File: config.mk
export PLATFORM = sky130hd
export DESIGN_NAME = compute_arbiter
export DESIGN_NICKNAME = d
export VERILOG_FILES = /design/src/rtl/accel_pkg.sv /design/src/rtl/rr_priority_picker.sv /design/src/rtl/compute_arbiter.sv
export SDC_FILE = /design/constraint.sdc
export NUM_CORES = 1
export LEC_CHECK = 0
export BUFFER_PORTS_ARGS = -buffer_cell sky130_fd_sc_hd__clkbuf_2
export CAP_MARGIN = 15
export CORE_MARGIN = 1
export CORE_UTILIZATION = 49
export DETAILED_ROUTE_END_ITERATION = 10
export PLACE_DENSITY = 0.81
export SYNTH_ARGS = -nofsm -noshare
export SYNTH_HDL_FRONTEND = slang
export SYNTH_SLANG_ARGS = --single-unit
File: constraint.sdc
create_clock -name clk -period 1.8 [get_ports clk]
set_input_delay 0.09 -clock clk [delete_from_list [all_inputs] [get_ports clk]]
set_output_delay 0.09 -clock clk [all_outputs]
set_load 0.005 [all_outputs]
File: src/rtl/accel_pkg.sv
// Shared types and constants for the compute arbiter slice.
// Unit IDs are 2 bits wide, which bounds the arbiter to four requesters.
package accel_pkg;

   localparam int NUM_UNITS_MAX       = 4;
   localparam int ARB_TIMEOUT_DEFAULT = 64;

   typedef logic [1:0] unit_id_t;

   typedef enum logic [1:0] {
      ST_IDLE,
      ST_ISSUE,
      ST_WAIT,
      ST_RELEASE
   } arb_state_t;

endpackage

File: src/rtl/rr_priority_picker.sv
// Combinational round-robin picker.
// The search starts one past the last winner and returns the first set request bit.
module rr_priority_picker
   import accel_pkg::*;
#(
   parameter int NUM_UNITS = 4
) (
   input  logic [NUM_UNITS-1:0] req,
   input  logic [1:0]           last_winner,
   output logic                 valid,
   output logic [1:0]           winner
);

   localparam int IDX_W = $clog2(NUM_UNITS);

   always_comb begin : p_pick
      logic [IDX_W-1:0] w_idx;
      w_idx  = '0;
      valid  = 1'b0;
      winner = '0;
      for (int k = 1; k <= NUM_UNITS; k++) begin
         w_idx = IDX_W'((int'(last_winner) + k) % NUM_UNITS);
         if (!valid && req[w_idx]) begin
            valid  = 1'b1;
            winner = unit_id_t'(w_idx);
         end
      end
   end

endmodule

File: src/rtl/compute_arbiter.sv
// Round-robin arbiter granting one of NUM_UNITS requesters access to a shared compute unit.
// Define COMPUTE_ARB_TIMEOUT_EN to add the WAIT-state watchdog (TIMEOUT_CYCLES) and timeout_err.
//
//   state   | meaning
//   IDLE    | no grant; waiting for a request while the compute unit is ready
//   ISSUE   | grant registered; cu_request strobed for one cycle
//   WAIT    | grant held; waiting for cu_done (or watchdog expiry)
//   RELEASE | unit_done/timeout_err pulse; grant cleared and winner remembered
module compute_arbiter
   import accel_pkg::*;
#(
   parameter int NUM_UNITS      = 4,
   parameter int TIMEOUT_CYCLES = ARB_TIMEOUT_DEFAULT
) (
   input  logic                 clk,
   input  logic                 rst_n,
   input  logic [NUM_UNITS-1:0] req,
   output logic [NUM_UNITS-1:0] gnt,
   output logic [NUM_UNITS-1:0] unit_done,
   output logic [1:0]           sel_id,
   output logic                 cu_request,
   output logic [1:0]           cu_unit_id,
   input  logic                 cu_ready,
   input  logic                 cu_done,
   output logic                 busy,
   output logic                 timeout_err
);

   if (NUM_UNITS < 2 || NUM_UNITS > NUM_UNITS_MAX || TIMEOUT_CYCLES < 1) begin : g_bad_param
      $error("compute_arbiter: unsupported NUM_UNITS or TIMEOUT_CYCLES");
   end

   localparam logic [NUM_UNITS-1:0] W_ONE = {{(NUM_UNITS-1){1'b0}}, 1'b1};

   arb_state_t             r_state;
   arb_state_t             w_state_nxt;
   logic [NUM_UNITS-1:0]   r_gnt;
   logic [NUM_UNITS-1:0]   w_gnt_nxt;
   logic [NUM_UNITS-1:0]   r_unit_done;
   logic [NUM_UNITS-1:0]   w_unit_done_nxt;
   unit_id_t               r_sel_id;
   unit_id_t               w_sel_id_nxt;
   unit_id_t               r_last_winner;
   unit_id_t               w_last_winner_nxt;
   logic                   w_pick_valid;
   unit_id_t               w_pick_id;
   logic                   w_wdog_expired;

   rr_priority_picker #(
      .NUM_UNITS (NUM_UNITS)
   ) u_picker (
      .req         (req),
      .last_winner (r_last_winner),
      .valid       (w_pick_valid),
      .winner      (w_pick_id)
   );

   always_ff @(posedge clk or negedge rst_n) begin
      if (!rst_n) begin
         r_state       <= ST_IDLE;
         r_gnt         <= '0;
         r_unit_done   <= '0;
         r_sel_id      <= '0;
         r_last_winner <= unit_id_t'(NUM_UNITS - 1);
      end else begin
         r_state       <= w_state_nxt;
         r_gnt         <= w_gnt_nxt;
         r_unit_done   <= w_unit_done_nxt;
         r_sel_id      <= w_sel_id_nxt;
         r_last_winner <= w_last_winner_nxt;
      end
   end

   always_comb begin
      w_state_nxt       = r_state;
      w_gnt_nxt         = r_gnt;
      w_unit_done_nxt   = '0;
      w_sel_id_nxt      = r_sel_id;
      w_last_winner_nxt = r_last_winner;
      case (r_state)
         ST_IDLE: begin
            if (w_pick_valid && cu_ready) begin
               w_state_nxt  = ST_ISSUE;
               w_gnt_nxt    = W_ONE << w_pick_id;
               w_sel_id_nxt = w_pick_id;
            end
         end
         ST_ISSUE: begin
            w_state_nxt = ST_WAIT;
         end
         ST_WAIT: begin
            // cu_done takes priority over a watchdog expiry in the same cycle
            if (cu_done) begin
               w_state_nxt     = ST_RELEASE;
               w_unit_done_nxt = W_ONE << r_sel_id;
            end else if (w_wdog_expired) begin
               w_state_nxt = ST_RELEASE;
            end
         end
         ST_RELEASE: begin
            w_state_nxt       = ST_IDLE;
            w_gnt_nxt         = '0;
            w_last_winner_nxt = r_sel_id;
         end
         default: begin
            w_state_nxt = ST_IDLE;
            w_gnt_nxt   = '0;
         end
      endcase
   end

`ifdef COMPUTE_ARB_TIMEOUT_EN
   localparam int WDOG_W = $clog2(TIMEOUT_CYCLES + 1);

   logic [WDOG_W-1:0] r_wdog;
   logic              r_timeout_err;

   // Loaded while issuing; reaches zero on the TIMEOUT_CYCLES-th WAIT cycle.
   always_ff @(posedge clk or negedge rst_n) begin
      if (!rst_n) begin
         r_wdog        <= '0;
         r_timeout_err <= 1'b0;
      end else begin
         r_timeout_err <= w_wdog_expired && !cu_done;
         if (r_state == ST_ISSUE) begin
            r_wdog <= WDOG_W'(TIMEOUT_CYCLES - 1);
         end else if (r_state == ST_WAIT && r_wdog != '0) begin
            r_wdog <= r_wdog - 1'b1;
         end else if (r_state != ST_WAIT) begin
            r_wdog <= '0;
         end
      end
   end

   assign w_wdog_expired = (r_state == ST_WAIT) && (r_wdog == '0);
   assign timeout_err    = r_timeout_err;
`else
   assign w_wdog_expired = 1'b0;
   assign timeout_err    = 1'b0;
`endif

   assign gnt        = r_gnt;
   assign unit_done  = r_unit_done;
   assign sel_id     = r_sel_id;
   assign cu_unit_id = r_sel_id;
   assign cu_request = (r_state == ST_ISSUE);
   assign busy       = (r_state != ST_IDLE);

endmodule

==> results by group, run 1 <==
Cells and area
  • Share of layout cells above drive strength 1: 0.344
  • Layout fillers: 109
  • Final net count: 110
  • Multi-input gate area: 352 sq um
  • Area Growth Syn to Fin: 17.8%
  • Most frequent cells in the layout: clkbuf_2, dfrtp_1, nand2_1, inv_1
  • # diodes: 0
  • Commonest non-fill, non-tap cell in the layout: clkbuf_2
  • FF/Latch Area: 353 sq um
  • Finished Cell Area: 901 sq um

Timing
  • Final worst slack: 232 ps
  • Setup Skew: 2.49 ps
  • Post-Route Setup TNS: 0 ps
  • Fin. max-slew vios: 0
  • Hold_ws: 64.4 ps
  • RSZ-0062 raised after global routing: no
  • Period utilization: 0.871
  • Final hold vios: 0
  • Min Tclk post-route: 1570 ps
  • Final setup fails: 0
  • Max Freq: 0.638 GHz

Power and ir drop
  • Worst VDD drop: 0.996 mV
  • Int Pwr: 0.000869 W
  • Sequential Power Share: 0.403
  • Leak Pwr: 0.453 nW
  • Psw: 0.000536 W
  • Clock network power share: 0.157
  • Sw Share: 0.381
  • Power per cell area: 1560 nW/um^2
  • Comb pwr share: 0.440

Route
  • DRT antenna net count: 0
  • Initial drt markers: 12
  • Vias: 588
  • DRC: 0
  • Vias per cell: 5.30
  • Final wirelength: 1430 microns
  • DRT Pass-1 Iters: 4
  • Wire per inst: 12.9 microns

Floorplanning
  • Die Wd: 41.5 microns
  • Ports: 23
  • Die Span Y: 41.5 microns
  • Core Region: 1380 sq um
  • Die ar.: 1720 sq um
  • Row count: 13
  • Initial Utilization: 0.553

Worst setup path
  • R2r setup slk: 230 ps
  • CP Capture Type: register
  • Reg-to-Reg Start: r_state[0]
  • WP data arrival: 1730 ps
  • Reg-to-reg endpoint: r_state[1]
  • Crit start category: register
  • CP max FO: 8
  • Crit Path Class: reg2reg
  • Crit. Startpoint: r_state[0]
  • Worst R2R Path Depth: 6
  • Critical Path RT: 1970 ps

Min path
  • Worst Hold End: unit_done[1]
  • Worst hold stages: 3
  • Hold path start: cu_done
  • Worst hold-check path type: in2reg

Global routing
  • Initial antenna violation count: 0
  • Total GRT Usage: 0.189
  • Remaining global-route overflow: 0
  • Largest net degree at the start of global routing: 15
  • Global-route wire length before repair: 2520 microns
  • Vias in the first global route: 578

Clock network
  • Post_cts resized: 0
  • Clock transition at path regs: 80 ps
  • Worst-Skew Late Latency: 280 ps
  • TritonCTS clock tree: built
  • CTS Root Cell: clkbuf_4
  • Sinks on the clock net: 14
  • H-tree Lvls: 1
  • Clk buf depth: 2
  • CTS buffer count: 3

Placement
  • HPWL after DPL: 1130 microns
  • Placed Area: 855 sq um
  • Final RePlAce weighted congestion: 0.871
  • Placement Setup Slack: 235 ps
  • I/O Buffers: 21

Synthesis
  • Seq/Total Area, Yosys: 0.462
  • Post-synth ARST share: 1.00
  • Cell Area, Synth: 764 sq um
  • Mapped Nets: 87
  • Most used DFF post-synth: dfrtp_1
  • Yosys reg bits: 14
  • EDFF count, synth: 0
  • Yosys cell types: 28
  • Synthesized instance count: 74
  • Synth warn: 0
  • Avg Cell Area, Syn: 10.3 sq um

Job
  • Max_cap viols: 0

Outcome
  • Outcome: complete, no violations
## sequential cells by signal, summed over array words and instances (netlist names)
| signal | cells |
|---|---|
| r_state | 2 |
| cu_unit_id | 2 |
| unit_done | 4 |
| r_last_winner | 2 |
| gnt | 4 |
## repair_timing
action,CTS,global route
hold endpoints to repair,14,0
hold buffers,1,0
setup buffers,0,0
## routing by layer
| layer | GRT usage | wire length (microns) |
|---|---|---|
| met2 | 0.309 | 722 |
| met4 | 0.0194 | 0 |
| met1 | 0.242 | 648 |
| met5 | 0 | 0 |
| met3 | 0.0783 | 61 |
## through the flow
step | power (W) | instances | util
after floorplan | 0.00101 | 74 | -
after global placement | 0.00116 | 106 | 0.618
after detailed placement | 0.00119 | 106 | 0.618
after CTS | 0.00142 | 111 | 0.652
after global routing | 0.00153 | 111 | 0.652
final | 0.00140 | 111 | 0.652
## cell families (layout without fill, tap and decap cells)
group | Yosys count | count (layout) | share of synthesized area
adder cells (fa/ha/maj) | 5 | 5 | 0.0818
other | 1 | 1 | 0.00491
AO/OA/AOI/OAI | 20 | 20 | 0.192
buffers and inverters | 11 | 33 | 0.0786
flip-flops | 14 | 14 | 0.462
AND/OR/NAND/NOR | 20 | 20 | 0.134
multiplexers | 3 | 3 | 0.0475
## synth_stat cells, types with 2 or more instances
| library cell | count | area, sq um |
|---|---|---|
| o31ai_1 | 4 | 30.0 |
| a21oi_2 | 2 | 17.5 |
| nor2_1 | 3 | 11.3 |
| nor3_1 | 2 | 10.0 |
| nand2b_1 | 2 | 12.5 |
| o211ai_1 | 5 | 37.5 |
| nand3_1 | 2 | 10.0 |
| o21ai_0 | 4 | 20.0 |
| nand2_1 | 7 | 26.3 |
| ha_1 | 5 | 62.6 |
| buf_4 | 3 | 22.5 |
| inv_1 | 7 | 26.3 |
| dfrtp_1 | 12 | 300 |
| dfstp_2 | 2 | 52.6 |
## how the worst max path moves through the flow
stage | to | slack [ps] | cells past startpoint
final | r_state[1] | 230 | 6
after global routing | gnt[3] | 80 | 5
after CTS | r_state[1] | 220 | 6
after detailed placement | r_state[1] | 240 | 6
after global placement | r_state[1] | 300 | 6
after floorplan | r_state[1] | 350 | 7
## critical path: stages (launching register included)
cell	delay, ps
dfrtp_1	420
inv_1	120
ha_1	310
inv_1	100
a21oi_2	150
a21oi_2	60
mux2_4	300
## power groups by stage
stage	clock network [W]	logic [W]	registers (W)
after floorplan	0	0.000453	0.000552
after global placement	0	0.000592	0.000564
after detailed placement	0	0.000613	0.000574
after CTS	0.000226	0.000623	0.000567
after global routing	0.000236	0.000702	0.000587
final	0.000220	0.000619	0.000566
## cell type report
type	instances	area share
inverters	7	0.0292
well taps	15	0.0208
flip-flops and latches	14	0.392
clock buffers	4	0.0403
multi-input cells	49	0.390
repair buffers	22	0.128
Note: power is estimated with default switching activity, not from simulation.
==> run 2: changes to the inputs <==
--- a/config.mk
+++ b/config.mk
@@ -8,9 +8,11 @@
 export BUFFER_PORTS_ARGS = -buffer_cell sky130_fd_sc_hd__clkbuf_2
 export CAP_MARGIN = 15
 export CORE_MARGIN = 1
-export CORE_UTILIZATION = 49
+export CORE_UTILIZATION = 52
+export CTS_BUF_LIST = sky130_fd_sc_hd__clkbuf_4 sky130_fd_sc_hd__clkbuf_8
 export DETAILED_ROUTE_END_ITERATION = 10
-export PLACE_DENSITY = 0.81
+export PLACE_DENSITY = 0.84
 export SYNTH_ARGS = -nofsm -noshare
 export SYNTH_HDL_FRONTEND = slang
+export SYNTH_HIERARCHICAL = 1
 export SYNTH_SLANG_ARGS = --single-unit
==> results by group, run 2 <==
Power and ir drop
  • Int Pwr: 0.000919 W (+5.7%)
  • Sequential Power Share: 0.402 (about the same)
  • Power per cell area: 1560 nW/um^2 (+0.18%)
  • Clock network power share: 0.137 (-0.020)
  • Worst VDD drop: 0.789 mV (-21%)
  • Leak Pwr: 0.475 nW (+4.9%)
  • Total power: 0.00143 W (+1.6%)
  • Comb pwr share: 0.460 (+0.020)
  • Sw Share: 0.356 (-0.0252)
  • Psw: 0.000508 W (-5.1%)

Outcome
  • Outcome: complete, no violations

Cells and area
  • Area Growth Syn to Fin: 18.3%
  • Finished Cell Area: 913 sq um (+1.4%)
  • Share of layout cells above drive strength 1: 0.451 (+0.107)
  • Layout fillers: 107 (-1.8%)
  • Cell Count, Final, Fillers Out: 106 (-4.5%)
  • Final net count: 106 (-3.6%)
  • Most frequent cells in the layout: clkbuf_2, dfrtp_1, mux2_2
  • Multi-input gate area: 370 sq um (+5.3%)
  • FF/Latch Area: 353 sq um (unchanged)
  • # diodes: 0 (unchanged)
  • Commonest non-fill, non-tap cell in the layout: clkbuf_2

Floorplanning
  • Initial Utilization: 0.579 (+0.0259)
  • Die Span Y: 40.5 microns (-2.3%)
  • Row count: 13 (unchanged)
  • Die Wd: 40.5 microns (-2.3%)
  • Ports: 23 (unchanged)
  • Core Region: 1330 sq um (-3.5%)
  • Die ar.: 1640 sq um (-4.6%)

Global routing
  • Remaining global-route overflow: 0 (unchanged)
  • Initial antenna violation count: 0 (unchanged)
  • Largest net degree at the start of global routing: 15 (unchanged)
  • Vias in the first global route: 485 (-16%)
  • Global-route wire length before repair: 2020 microns (-20%)
  • Total GRT Usage: 0.191 (+0.00193)

Timing
  • Min Tclk post-route: 1580 ps (+7.41 ps)
  • Setup Skew: 6.22 ps (+3.73 ps)
  • Final worst slack: 225 ps (-7.41 ps)
  • Max Freq: 0.635 GHz (-0.47%)
  • Fin. max-slew vios: 0 (unchanged)
  • Post-Route Setup TNS: 0 ps (unchanged)
  • Period utilization: 0.875 (+0.00412)
  • Final setup fails: 0 (unchanged)
  • Final hold vios: 0 (unchanged)
  • RSZ-0062 raised after global routing: no

Synthesis
  • Yosys reg bits: 14 (unchanged)
  • Yosys cell types: 24 (-14%)
  • Synth warn: 6 (+6)
  • Mapped Nets: 82 (-5.7%)
  • Seq/Total Area, Yosys: 0.457 (-0.00449)
  • Share of the synthesized area in the top cell type: 0.389 (-0.00382)
  • Post-synth ARST share: 1.00 (unchanged)
  • Cell Area, Synth: 772 sq um (+0.98%)
  • Avg Cell Area, Syn: 11.4 sq um (+9.9%)
  • Largest cells by area after synthesis: dfrtp_1, mux2_2, ha_1
  • Synthesized instance count: 68 (-8.1%)
  • Most frequent cells after synthesis: dfrtp_1, mux2_2, inv_1
  • Largest area contributor in the netlist: dfrtp_1
  • Most frequent cell after synthesis: dfrtp_1
  • Most used DFF post-synth: dfrtp_1
  • EDFF count, synth: 0 (unchanged)

Clock network
  • Worst-Skew Late Latency: 270 ps (about the same)
  • Sinks on the clock net: 14 (unchanged)
  • Clk buf depth: 2 (unchanged)
  • CTS Root Cell: clkbuf_4
  • H-tree Lvls: 1 (unchanged)
  • Clock transition at path regs: 80 ps (about the same)
  • CTS buffer count: 3 (unchanged)
  • TritonCTS clock tree: built

Worst setup path
  • R2r setup slk: 220 ps (about the same)
  • CP Capture Type: register
  • Critical Path RT: 1970 ps (about the same)
  • Crit start category: register
  • Crit Path Class: reg2reg
  • CP max FO: 5 (-3)
  • WP data arrival: 1740 ps (about the same)

Route
  • DRC: 0 (unchanged)
  • DRT antenna net count: 0 (unchanged)
  • Vias per cell: 5.09 (-3.8%)
  • Vias: 540 (-8.2%)
  • DRT Pass-1 Iters: 4 (unchanged)
  • Wire per inst: 12.2 microns (-5.8%)
  • Initial drt markers: 13 (+1)
  • Final wirelength: 1290 microns (-10%)

Job
  • Max_cap viols: 0 (unchanged)

Placement
  • I/O Buffers: 21 (unchanged)
  • Final RePlAce weighted congestion: 0.678 (-22%)
  • Placed insts: 101 (-4.7%)
  • HPWL after DPL: 1000 microns (-11%)
  • Placed Area: 873 sq um (+2.2%)
  • Placement Setup Slack: 234 ps (-1.82 ps)

Min path
  • Worst hold-check path type: in2reg
run 2: critical path, stage by stage, from the launching register on:
cell	delay, ps
dfrtp_1	430
inv_1	130
ha_1	230
nand3_1	160
o21ai_2	150
mux2_2	370
run 2: per-stage QoR:
| step | hold WS [ps] | utilization |
|---|---|---|
| after detailed placement | 17.0 | 0.655 |
| after CTS | 81.6 | 0.685 |
| after global routing | 96.6 | 0.685 |
| final | 93.9 | 0.685 |
| after floorplan | -206 | - |
| after global placement | 7.96 | 0.655 |
run 2: kinds of logic (layout without fill, tap and decap cells):
| group | Yosys count | count (layout) | synth area share |
|---|---|---|---|
| compound gates | 9 | 9 | 0.102 |
| fa+ha+maj | 6 | 6 | 0.0972 |
| buf+inv | 10 | 33 | 0.0632 |
| flops | 14 | 14 | 0.457 |
| mux | 10 | 10 | 0.149 |
| other cells | 1 | 1 | 0.00486 |
| simple gates | 18 | 18 | 0.126 |
run 2: power groups by stage:
stage	Sequential, W	Combinational [W]	Clock, W
after floorplan	0.000558	0.000503	0
after global placement	0.000572	0.000652	0
after detailed placement	0.000581	0.000663	0
after CTS	0.000575	0.000668	0.000208
after global routing	0.000596	0.000738	0.000216
final	0.000574	0.000657	0.000196
run 2: metal layers:
layer / share of wire / vias up / GRT usage
met3: 0.023 / 0 / 0.0333
met4: 0 / 0 / 0.100
met2: 0.54 / 9 / 0.325
met5: 0 / - / 0
met1: 0.43 / 255 / 0.226
li1: - / 276 / -
run 2: layout make-up:
| class | count | share of cell area |
|---|---|---|
| inverters | 7 | 0.0288 |
| clock buffers | 4 | 0.0329 |
| repair buffers | 22 | 0.126 |
| well taps | 15 | 0.0205 |
| flip-flops and latches | 14 | 0.386 |
| multi-input cells | 44 | 0.405 |
run 2: final timing paths:
path / to / from / cells after the start
worst max-delay path: gnt[1] / r_state[0] / 5
worst min-delay path: unit_done[0] / cu_done / 3
worst max register to register: gnt[1] / r_state[0] / 5
worst min register to register: gnt[2] / gnt[2] / 1
max in group asynchronous: r_last_winner[1] / rst_n / 2
min in group asynchronous: r_state[1] / rst_n / 2
run 2: what timing repair did:
| action | CTS | global route |
|---|---|---|
| endpoints found under the hold margin | 12 | 0 |
| resized for setup | 0 | 0 |
| buffers inserted | 0 | 0 |
| hold buffers | 1 | 0 |
